File: config.mk
export PLATFORM = sky130hd
export DESIGN_NAME = beep_tone
export DESIGN_NICKNAME = d
export VERILOG_FILES = /design/src/rtl/beep_tone.sv
export SDC_FILE = /design/constraint.sdc
export NUM_CORES = 1
export LEC_CHECK = 0
export BUFFER_PORTS_ARGS = -buffer_cell sky130_fd_sc_hd__buf_2
export CAP_MARGIN = 40
export CORE_MARGIN = 4
export CORE_UTILIZATION = 40
export DETAILED_ROUTE_END_ITERATION = 7
export PLACE_DENSITY_LB_ADDON = 0.25
export SYNTH_ARGS = -nofsm -noshare
export SYNTH_HDL_FRONTEND = slang
export SYNTH_SLANG_ARGS = --single-unit
File: constraint.sdc
create_clock -name clk -period 3.8 [get_ports clk]
set_input_delay 0.19 -clock clk [delete_from_list [all_inputs] [get_ports clk]]
set_output_delay 0.19 -clock clk [all_outputs]
set_load 0.005 [all_outputs]
File: src/rtl/beep_tone.sv
// rtl/beep_tone.sv - programmable tone/duration beeper on the Z80 I/O bus
module beep_tone #(
    parameter logic [7:0] PORT_BASE    = 8'hD2,
    parameter int         PRESCALE     = 16,
    parameter int         DUR_PRESCALE = 4096
) (
    input  logic       clk,
    input  logic       reset,
    input  logic       iorq,
    input  logic       wr,
    input  logic [7:0] a07,
    input  logic [7:0] data,
    output logic       spk,
    output logic       busy
);

    localparam int                TP_W     = $clog2(PRESCALE);
    localparam int                DP_W     = $clog2(DUR_PRESCALE);
    localparam logic [TP_W-1:0]   TP_MAX   = TP_W'(PRESCALE - 1);
    localparam logic [DP_W-1:0]   DP_MAX   = DP_W'(DUR_PRESCALE - 1);
    localparam logic [7:0]        DUR_PORT = PORT_BASE + 8'd1;

    typedef enum logic {S_IDLE, S_RUN} state_t;

    logic            r_iorq_s1, r_iorq_s2;
    logic            r_wr_s1, r_wr_s2;
    logic            r_wact_d;
    logic [1:0]      r_fill;

    state_t          r_state;
    logic [7:0]      r_period;
    logic [7:0]      r_half;
    logic [7:0]      r_dcnt;
    logic [TP_W-1:0] r_tpre;
    logic [DP_W-1:0] r_dpre;
    logic            r_spk;
    logic            r_busy;

    logic            w_wact;
    logic            w_strobe;
    logic            w_wr_period;
    logic            w_wr_dur;
    logic            w_tp_wrap;
    logic            w_dp_wrap;
    logic            w_expire;

    // Write is active only once both synchronised strobes are low.
    // r_wact_d is held high until the synchronisers have refilled after reset,
    // so a bus write already in progress at reset release never strobes.
    assign w_wact      = ~r_iorq_s2 & ~r_wr_s2;
    assign w_strobe    = w_wact & ~r_wact_d;
    assign w_wr_period = w_strobe & (a07 == PORT_BASE);
    assign w_wr_dur    = w_strobe & (a07 == DUR_PORT);
    assign w_tp_wrap   = (r_tpre == TP_MAX);
    assign w_dp_wrap   = (r_dpre == DP_MAX);
    // A duration write in the same cycle as expiry takes precedence.
    assign w_expire    = w_dp_wrap & (r_dcnt == 8'd1) & ~w_wr_dur;

    assign spk  = r_spk;
    assign busy = r_busy;

    // Two-flop synchronisers for the bus strobes and the edge-detect history.
    always_ff @(posedge clk or posedge reset) begin
        if (reset) begin
            r_iorq_s1 <= 1'b1;
            r_iorq_s2 <= 1'b1;
            r_wr_s1   <= 1'b1;
            r_wr_s2   <= 1'b1;
            r_wact_d  <= 1'b1;
            r_fill    <= 2'd0;
        end else begin
            r_iorq_s1 <= iorq;
            r_iorq_s2 <= r_iorq_s1;
            r_wr_s1   <= wr;
            r_wr_s2   <= r_wr_s1;
            if (r_fill != 2'd2) begin
                r_fill <= r_fill + 2'd1;
            end else begin
                r_wact_d <= w_wact;
            end
        end
    end

    // Register writes, IDLE/RUN state machine, tone and duration timing.
    always_ff @(posedge clk or posedge reset) begin
        if (reset) begin
            r_state  <= S_IDLE;
            r_period <= 8'd0;
            r_half   <= 8'd0;
            r_dcnt   <= 8'd0;
            r_tpre   <= '0;
            r_dpre   <= '0;
            r_spk    <= 1'b0;
            r_busy   <= 1'b0;
        end else begin
            if (w_wr_period) begin
                r_period <= data;
            end
            case (r_state)
                S_IDLE: begin
                    if (w_wr_dur && data != 8'd0) begin
                        r_state <= S_RUN;
                        r_busy  <= 1'b1;
                        r_spk   <= (r_period != 8'd0);
                        r_tpre  <= '0;
                        r_half  <= r_period;
                        r_dcnt  <= data;
                        r_dpre  <= '0;
                    end
                end
                S_RUN: begin
                    // Tone: one half-counter step per prescaler wrap.
                    r_tpre <= w_tp_wrap ? '0 : r_tpre + 1'b1;
                    if (w_tp_wrap) begin
                        if (r_half > 8'd1) begin
                            r_half <= r_half - 8'd1;
                        end else begin
                            r_half <= r_period;
                            if (r_half == 8'd1) begin
                                r_spk <= ~r_spk;
                            end
                        end
                    end
                    if (r_period == 8'd0) begin
                        r_spk <= 1'b0;
                    end
                    // Duration: expire on the wrap where the count leaves 1.
                    r_dpre <= w_dp_wrap ? '0 : r_dpre + 1'b1;
                    if (w_dp_wrap && r_dcnt != 8'd1) begin
                        r_dcnt <= r_dcnt - 8'd1;
                    end
                    if (w_expire) begin
                        r_state <= S_IDLE;
                        r_busy  <= 1'b0;
                        r_spk   <= 1'b0;
                    end
                    // Duration writes while running: abort or retime.
                    if (w_wr_dur) begin
                        if (data == 8'd0) begin
                            r_state <= S_IDLE;
                            r_busy  <= 1'b0;
                            r_spk   <= 1'b0;
                        end else begin
                            r_dcnt <= data;
                            r_dpre <= '0;
                        end
                    end
                end
                default: begin
                    r_state <= S_IDLE;
                    r_busy  <= 1'b0;
                    r_spk   <= 1'b0;
                end
            endcase
        end
    end

endmodule

==> results of run 1 <==
## routing by layer
metal	routed length [microns]	global-route usage, %	part of all wire, %
met5	0	0	0
met4	93	4.27	1.5
met1	2910	21.9	47
met3	249	2.92	4.0
met2	2940	26.4	48
## placed cells by master, fill, tap and decap left out, types with 2 or more instances in the layout
cell type and instances:
dfrtp_1 45, nand2_1 35, a21oi_1 28, nor2_1 22, o21ai_0 22, buf_2 21, nand3_1 11, nand4_1 11
mux2_2 10, nor3_1 9, nor4_1 8, inv_1 8, clkbuf_8 8, ha_1 7, xor2_1 5, dfstp_2 5
xnor2_1 4, a2bb2oi_1 4, and2_1 3, nor4b_1 3, a31oi_1 3, and4_1 3, dlygate4sd3_1 3, o21a_1 2
or2_2 2, and3_1 2, nand2b_1 2, o22ai_1 2, nand3b_1 2, a32o_1 2, buf_4 2
## area by class of cell
| cell class | instances | share of cell area (%) |
|---|---|---|
| clock buffers | 8 | 3.58 |
| flip-flops and latches | 50 | 40.9 |
| repair buffers | 27 | 5.53 |
| well taps | 77 | 3.13 |
| inverters | 9 | 1.10 |
| multi-input cells | 225 | 45.8 |
## flip-flops by register name, summed over array words and instances, names as in the netlist, 2 cells and up
signal and count:
r_dpre 12, r_dcnt 8, r_half 8, r_period 8, r_tpre 4, r_fill 2
## power breakdown
part           total [mW]  switching, mW  internal [mW]
Sequential          0.821          0.158          0.663
Combinational       0.435          0.247          0.188
Clock               0.362          0.178          0.184
Total                1.62          0.583           1.04
## final timing paths
kind                       cells past startpoint                 endpoint  slack [ns]
setup / recovery                               5          spk$_DFFE_PP0P_        1.30
hold / removal                                 2  r_period[6]$_DFFE_PP0P_        0.16
setup reg to reg                               5          spk$_DFFE_PP0P_        1.30
hold reg to reg                                0        r_wr_s2$_DFF_PP1_        0.36
max in group asynchronous                      4        r_wr_s1$_DFF_PP1_        2.85
min in group asynchronous                      3    r_half[0]$_DFFE_PP0P_        0.39
## critical path, cell delays in order, from the launching register on
cell and delay (ns):
dfstp_2 0.38, nor4b_1 0.56, and4_1 0.46, and2_1 0.64
mux2i_1 0.25, o22ai_1 0.09
## metrics by stage
stage                     setup WS (ns)  std cells  total power [mW]  hold WS [ns]  cell area, sq um
after global routing               1.07        396              1.75         0.144              3080
final                              1.30        396              1.62         0.157              3080
after global placement             1.40        384              1.25         0.296              2920
after detailed placement           1.33        385              1.27         0.163              2940
after CTS                          1.33        396              1.63         0.146              3080
after floorplan                    1.71        296              1.13         0.194              2750
## cell families (layout without fill, tap and decap cells)
family,after synthesis,after routing,share of synthesized area (%)
buffers and inverters,21,44,3.10
flip-flops,50,50,45.8
AND/OR/NAND/NOR,122,122,23.1
AO/OA/AOI/OAI,76,76,17.5
XOR/XNOR,9,9,2.87
adder cells (fa/ha/maj),7,7,3.19
multiplexers,11,11,4.46
==> results_dict.tcl, run 1 <==
set metrics [dict create \
    die_w_microns 90.9 \
    cp.arrival_ns 2.68 \
    worstHoldStart "data[6]" \
    antenna_found_initial 0 \
    netlist_top_cells_count "dfrtp_1 (45), nand2_1 (35), a21oi_1 (28)" \
    min_path_type "primary input to flop" \
    antenna_left 0 \
    syn-instance-count 296 \
    h-tree-depth 2 \
    grt_pass1_vias 2269 \
    regArea_sq_um 1260 \
    ys_seq_elements 50 \
    via_per_inst 5.83 \
    syn-num-nets 323 \
    hpwl_microns 4550 \
    cp.required_ns 3.98 \
    cts_sinks 50 \
    fin_nets 345 \
    die_h_microns 90.9 \
    max_cap_violations 0 \
    clock_latency_ns 0.30 \
    peakVddDrop_mv 0.269 \
    synth-seq-area-share_pct 45.8 \
    vias 2309 \
    syn_area_sq_um 2750 \
    floorplan.rows 29 \
    layout-drive-gt1-share_pct 17.9 \
    slew_viol_final 0 \
    num-fill-cells 625 \
    avgSynthCellArea_sq_um 9.28 \
    hold_viol 0 \
    boundaryPins 22 \
    cts_tree "built" \
    grt_use_total_pct 16.1 \
    fmax_mhz 401 \
    status "complete, no violations" \
    synthFlopType "dfrtp_1" \
    port-buffer-count 21 \
    yosysTopAreaCellShare_pct 41.0 \
    yosysWarnings 0 \
    powerDensity_nw_per_um2 526 \
    worst_pin_slew_ns 0.851 \
    worstSetupEndpointType "flop" \
    avgRoutedWirePerCell_microns 15.6 \
    async_flop_share_pct 100 \
    antenna_cells 0 \
    coreArea_sq_um 6490 \
    crit_path_start_kind "flop" \
    drtIter0Drc 100 \
    grt-ovfl-total 0 \
    drt-total-wl_microns 6200 \
    clk_pin_slew_ns 0.09 \
    setup_viol 0 \
    synthToLayoutAreaGrowth_pct 12.1 \
    synth_area_leader_cell "dfrtp_1" \
    cts.path.max_buffers 2 \
    cts_root_buffer "clkbuf_8" \
    numCtsBuffers 5 \
    min_period_over_period_pct 65.7 \
    cts_resized 0 \
    yosys.cell_types.count 52 \
    dr.pass1.iters 4 \
    max_slew_margin_pct 42.9 \
    startpoint "r_wr_s2$_DFF_PP1_" \
    postCtsSetupBuffers 0 \
    gp_congestion 0.857 \
    start_util_pct 42.3 \
    synth.area.top_cells "dfrtp_1 (41%), a21oi_1 (5.1%), dfstp_2 (4.8%), nand2_1 (4.8%), mux2_2 (4.1%)" \
    die_area_sq_um 8260 \
    r2r_start "r_wr_s2$_DFF_PP1_" \
    critPathMaxFanout 17 \
    clock_skew_ns 0.00575 \
    finalCoreUtilization_pct 47.4 \
    path_class "flop to flop" \
    yosysMostFrequentCell "dfrtp_1" \
    cts_hold_buf 3 \
    multi_input_area_sq_um 1410 \
    synth_edf_count 0 \
    grt_max_degree 39 \
    fin_crit_ns 2.50 \
    grt_pass1_wl_microns 11000 \
    fin_tns_setup_ns 0 \
    rsz0062_at_grt "no" \
    p_leak_nw 1.25 \
    drc_errors 0 \
]
(Power assumes the default switching activity.)
==> run 2: changes to the inputs <==
Clock period 3.8 ns to 2.5 ns, I/O delays scaled along.
==> results_dict.tcl, run 2 (same netlist as run 1, synthesis figures left out) <==
set metrics [dict create \
    start_util_pct 42.3 \
    hold_viol 0 \
    cts_sinks 50 \
    grt_pass1_vias 2398 \
    num-fill-cells 614 \
    status "complete, no violations" \
    regArea_sq_um 1260 \
    r2r_start "r_dcnt[2]$_DFFE_PP0P_" \
    antenna_cells 0 \
    drtIter0Drc 116 \
    layout_commonest_cell "dfrtp_1" \
    boundaryPins 22 \
    clock_latency_ns 0.29 \
    top_layer "met4" \
    worst_pin_slew_ns 0.554 \
    avgRoutedWirePerCell_microns 15.8 \
    peakVddDrop_mv 0.362 \
    cts_root_buffer "clkbuf_8" \
    fin_cells 406 \
    fin_crit_ns 2.20 \
    dr_wl_met2_microns 3070 \
    fin_tns_setup_ns 0 \
    drt-total-wl_microns 6410 \
    r2r_setup_slack_ns 0.30 \
    die_area_sq_um 8260 \
    port-buffer-count 21 \
    fin_nets 355 \
    crit_path_start_kind "flop" \
    grt_pass1_wl_microns 11600 \
    cp.required_ns 2.72 \
    largest-register "r_dpre" \
    min_path_type "primary input to flop" \
    post-place-ws_ns 0.333 \
    finalCoreUtilization_pct 48.5 \
    cp.arrival_ns 2.42 \
    gp_congestion 0.888 \
    min_period_over_period_pct 87.9 \
    place_inst 395 \
    multi_input_area_sq_um 1410 \
    via_per_inst 5.76 \
    powerDensity_nw_per_um2 779 \
    r2r_cells 5 \
    vias 2338 \
    cp-endpoint "r_dcnt[1]$_DFFE_PP0P_" \
    startpoint "r_dcnt[2]$_DFFE_PP0P_" \
    p_leak_nw 1.30 \
    rsz0062_at_grt "no" \
    setup_viol 0 \
    clk_pin_slew_ns 0.09 \
    dr.pass1.iters 4 \
    synthToLayoutAreaGrowth_pct 14.8 \
    antenna_left 0 \
    grt-ovfl-total 0 \
    critPathMaxFanout 8 \
    h-tree-depth 2 \
    max_cap_violations 0 \
    die_w_microns 90.9 \
    cts.path.max_buffers 2 \
    grt_use_total_pct 17.2 \
    clock_skew_ns 0.00552 \
    fmax_mhz 455 \
    worstSetupEndpointType "flop" \
    die_h_microns 90.9 \
    cts_tree "built" \
    final_cell_mix "dfrtp_1 (45), nand2_1 (35), a21oi_1 (28), nor2_1 (22), o21ai_0 (22)" \
    path_class "flop to flop" \
    dr_wl_met3_microns 143 \
    hpwl_microns 4690 \
    largest_reg_flops 12 \
    antenna_found_initial 0 \
    layout-drive-gt1-share_pct 20.4 \
    grt_max_degree 33 \
    worstReg2RegEnd "r_dcnt[1]$_DFFE_PP0P_" \
    floorplan.rows 29 \
    numCtsBuffers 5 \
    max_slew_margin_pct 62.5 \
    timing.final.ws_setup_ns 0.302 \
    hold_depth 2 \
    coreArea_sq_um 6490 \
    slew_viol_final 0 \
    drc_errors 0 \
    met1_length_microns 3130 \
]
run 2: changes by cell type in the layout (fill, tap and decap cells not counted):
cell / previous run / this run
buf_4: 2 / 12
run 2: worst min-delay path by stage:
stage | slack, ns | end | startpoint
6_report | 0.09 | r_period[4]$_DFFE_PP0P_ | data[4]
2_1_floorplan | 0.13 | r_iorq_s1$_DFF_PP1_ | iorq
5_1_grt | 0.09 | r_period[4]$_DFFE_PP0P_ | data[4]
3_3_place_gp | 0.23 | r_wr_s1$_DFF_PP1_ | wr
4_1_cts | 0.09 | r_period[4]$_DFFE_PP0P_ | data[4]
3_5_place_dp | 0.11 | r_half[0]$_DFFE_PP0P_ | reset
run 2: timing repair:
| action | in CTS | in global routing |
|---|---|---|
| hold buffers | 3 | 0 |
| setup buffers | 0 | 0 |
| endpoints found under the hold margin | 16 | 0 |
| gates resized for setup | 0 | 0 |
| endpoints found under the setup margin | 0 | 0 |
run 2: area by class of cell:
| type | count | share of cell area, % |
|---|---|---|
| multi-input combinational | 225 | 44.7 |
| inverter | 9 | 1.07 |
| sequential | 50 | 39.9 |
| tap | 77 | 3.06 |
| clock buffer | 8 | 3.49 |
| timing repair buffer | 37 | 7.78 |
run 2: stage by stage:
stage	area, sq um	hold slack, ns	total power, mW
final	3150	0.0942	2.46
after global routing	3150	0.0913	2.66
after CTS	3150	0.0914	2.48
after detailed placement	3010	0.115	1.93
after global placement	2990	0.232	1.90
after floorplan	2750	0.129	1.72
run 2: report_power, final:
group | switching [mW] | internal, mW
clock network | 0.263 | 0.280
registers | 0.243 | 1.01
logic | 0.373 | 0.291
total | 0.879 | 1.58
run 2: critical path, cell delays in order (launching register included):
cell     delay [ns]
dfrtp_1        0.47
or4_4          0.57
or3_1          0.47
and4_4         0.22
a211o_1        0.27
a22oi_2        0.12
run 2: per-layer routing:
layer	vias to the layer above	GRT usage, %
met2	28	28.3
met5	-	0
met3	4	2.92
met1	1153	23.1
met4	0	5.28
li1	1153	-
==> run 3: changes to the inputs <==
Settings changed: MAX_ROUTING_LAYER set to met4.
==> results_dict.tcl, run 3 (same netlist as run 1, synthesis figures left out) <==
set metrics [dict create \
    boundaryPins 22 \
    cts_root_buffer "clkbuf_8" \
    fmax_mhz 455 \
    cts_resized 0 \
    antenna_cells 0 \
    max_cap_violations 0 \
    grt-ovfl-total 0 \
    grt_pass1_vias 2398 \
    num-fill-cells 614 \
    crit_path_top_delay_cell "or4_4" \
    powerDensity_nw_per_um2 780 \
    drc_errors 0 \
    synthToLayoutAreaGrowth_pct 14.8 \
    antenna_found_initial 0 \
    layout_commonest_cell "dfrtp_1" \
    post-place-ws_ns 0.333 \
    coreArea_sq_um 6490 \
    via_per_inst 5.77 \
    fin_nets 355 \
    peakVddDrop_mv 0.363 \
    min_path_type "primary input to flop" \
    fin_crit_ns 2.20 \
    gp_congestion 0.903 \
    floorplan.rows 29 \
    status "complete, no violations" \
    worst_pin_slew_ns 0.552 \
    final_cell_mix "dfrtp_1 (45), nand2_1 (35), a21oi_1 (28), nor2_1 (22), o21ai_0 (22)" \
    grt_max_degree 33 \
    numCtsBuffers 5 \
    setup_viol 0 \
    p_total_mw 2.46 \
    worstSetupEndpointType "flop" \
    largest-register "r_dpre" \
    clock_latency_ns 0.30 \
    drtIter0Drc 116 \
    hold_viol 0 \
    cp.arrival_ns 2.42 \
    timing.final.ws_setup_ns 0.302 \
    clk_pin_slew_ns 0.09 \
    cts_sinks 50 \
    clock_skew_ns 0.00837 \
    largest_reg_flops 12 \
    h-tree-depth 2 \
    max_slew_margin_pct 62.7 \
    rsz0062_at_grt "no" \
    cts.path.max_buffers 2 \
    antenna_left 0 \
    grt_pass1_wl_microns 11600 \
    port-buffer-count 21 \
    slowest_delay_ns 0.57 \
    grt_use_total_pct 17.7 \
    vias 2342 \
    path_class "flop to flop" \
    drt-total-wl_microns 6430 \
    hpwl_microns 4690 \
    min_period_over_period_pct 87.9 \
    crit_path_start_kind "flop" \
    die_h_microns 90.9 \
    avgRoutedWirePerCell_microns 15.8 \
    cts_tree "built" \
    p_leak_nw 1.30 \
    cp.required_ns 2.72 \
    die_area_sq_um 8260 \
    start_util_pct 42.3 \
    die_w_microns 90.9 \
    fin_tns_setup_ns 0 \
    slew_viol_final 0 \
    path_cells "or4_4 > or3_1 > and4_4 > a211o_1 > a22oi_2" \
    critPathMaxFanout 8 \
    layout-drive-gt1-share_pct 20.4 \
    dr.pass1.iters 4 \
]
## run 3: cell counts in the layout (fill, tap and decap cells not counted)
Identical to the previous run, type by type.
## run 3: timing repair
item	in CTS	in global routing
hold buffers	3	0
hold endpoints to repair	16	0
setup buffers	0	0
## run 3: report_power, final
group	switching (mW)	internal, mW	total, mW
Clock	0.263	0.280	0.543
Combinational	0.374	0.291	0.665
Sequential	0.243	1.01	1.25
Total	0.880	1.58	2.46
## run 3: worst paths after layout
| check | start | to | slack (ns) | cells past startpoint |
|---|---|---|---|---|
| max reg2reg | r_dcnt[2]$_DFFE_PP0P_ | r_dcnt[1]$_DFFE_PP0P_ | 0.30 | 5 |
| max | r_dcnt[2]$_DFFE_PP0P_ | r_dcnt[1]$_DFFE_PP0P_ | 0.30 | 5 |
| min | data[4] | r_period[4]$_DFFE_PP0P_ | 0.1 | 2 |
| max in group asynchronous | reset | r_wact_d$_DFFE_PP1N_ | 1.44 | 5 |
| min in group asynchronous | reset | r_half[0]$_DFFE_PP0P_ | 0.33 | 3 |
| min reg2reg | r_iorq_s1$_DFF_PP1_ | r_iorq_s2$_DFF_PP1_ | 0.36 | 0 |
## run 3: critical path, delay by kind of cell (launching register included)
family / cells / cell delay, ns
and+or+nand+nor: 3 / 1.26
DFF: 1 / 0.47
AOI/OAI and AO/OA: 2 / 0.39
## run 3: area by class of cell
| cell class | instances | area, sq um | share of cell area (%) |
|---|---|---|---|
| Inverter | 9 | 33.8 | 1.07 |
| Sequential cell | 50 | 1260 | 39.9 |
| Clock buffer | 8 | 110 | 3.49 |
| Multi-Input combinational cell | 225 | 1410 | 44.7 |
| Timing Repair Buffer | 37 | 245 | 7.78 |
| Tap cell | 77 | 96.3 | 3.06 |
## run 3: metal layers
| layer | global-route usage [%] | share of wire [%] |
|---|---|---|
| met1 | 23.1 | 49 |
| met2 | 28.3 | 48 |
| met3 | 2.92 | 2.6 |
| met4 | 5.28 | 1.1 |
| met5 | - | 0 |
## run 3: per-stage QoR
step	instance area [sq um]	hold WS, ns	instances	util (%)
after global placement	2990	0.232	394	46.1
after global routing	3150	0.0913	406	48.5
after CTS	3150	0.0914	406	48.5
final	3150	0.0952	406	48.5
after floorplan	2750	0.129	296	-
after detailed placement	3010	0.115	395	46.4
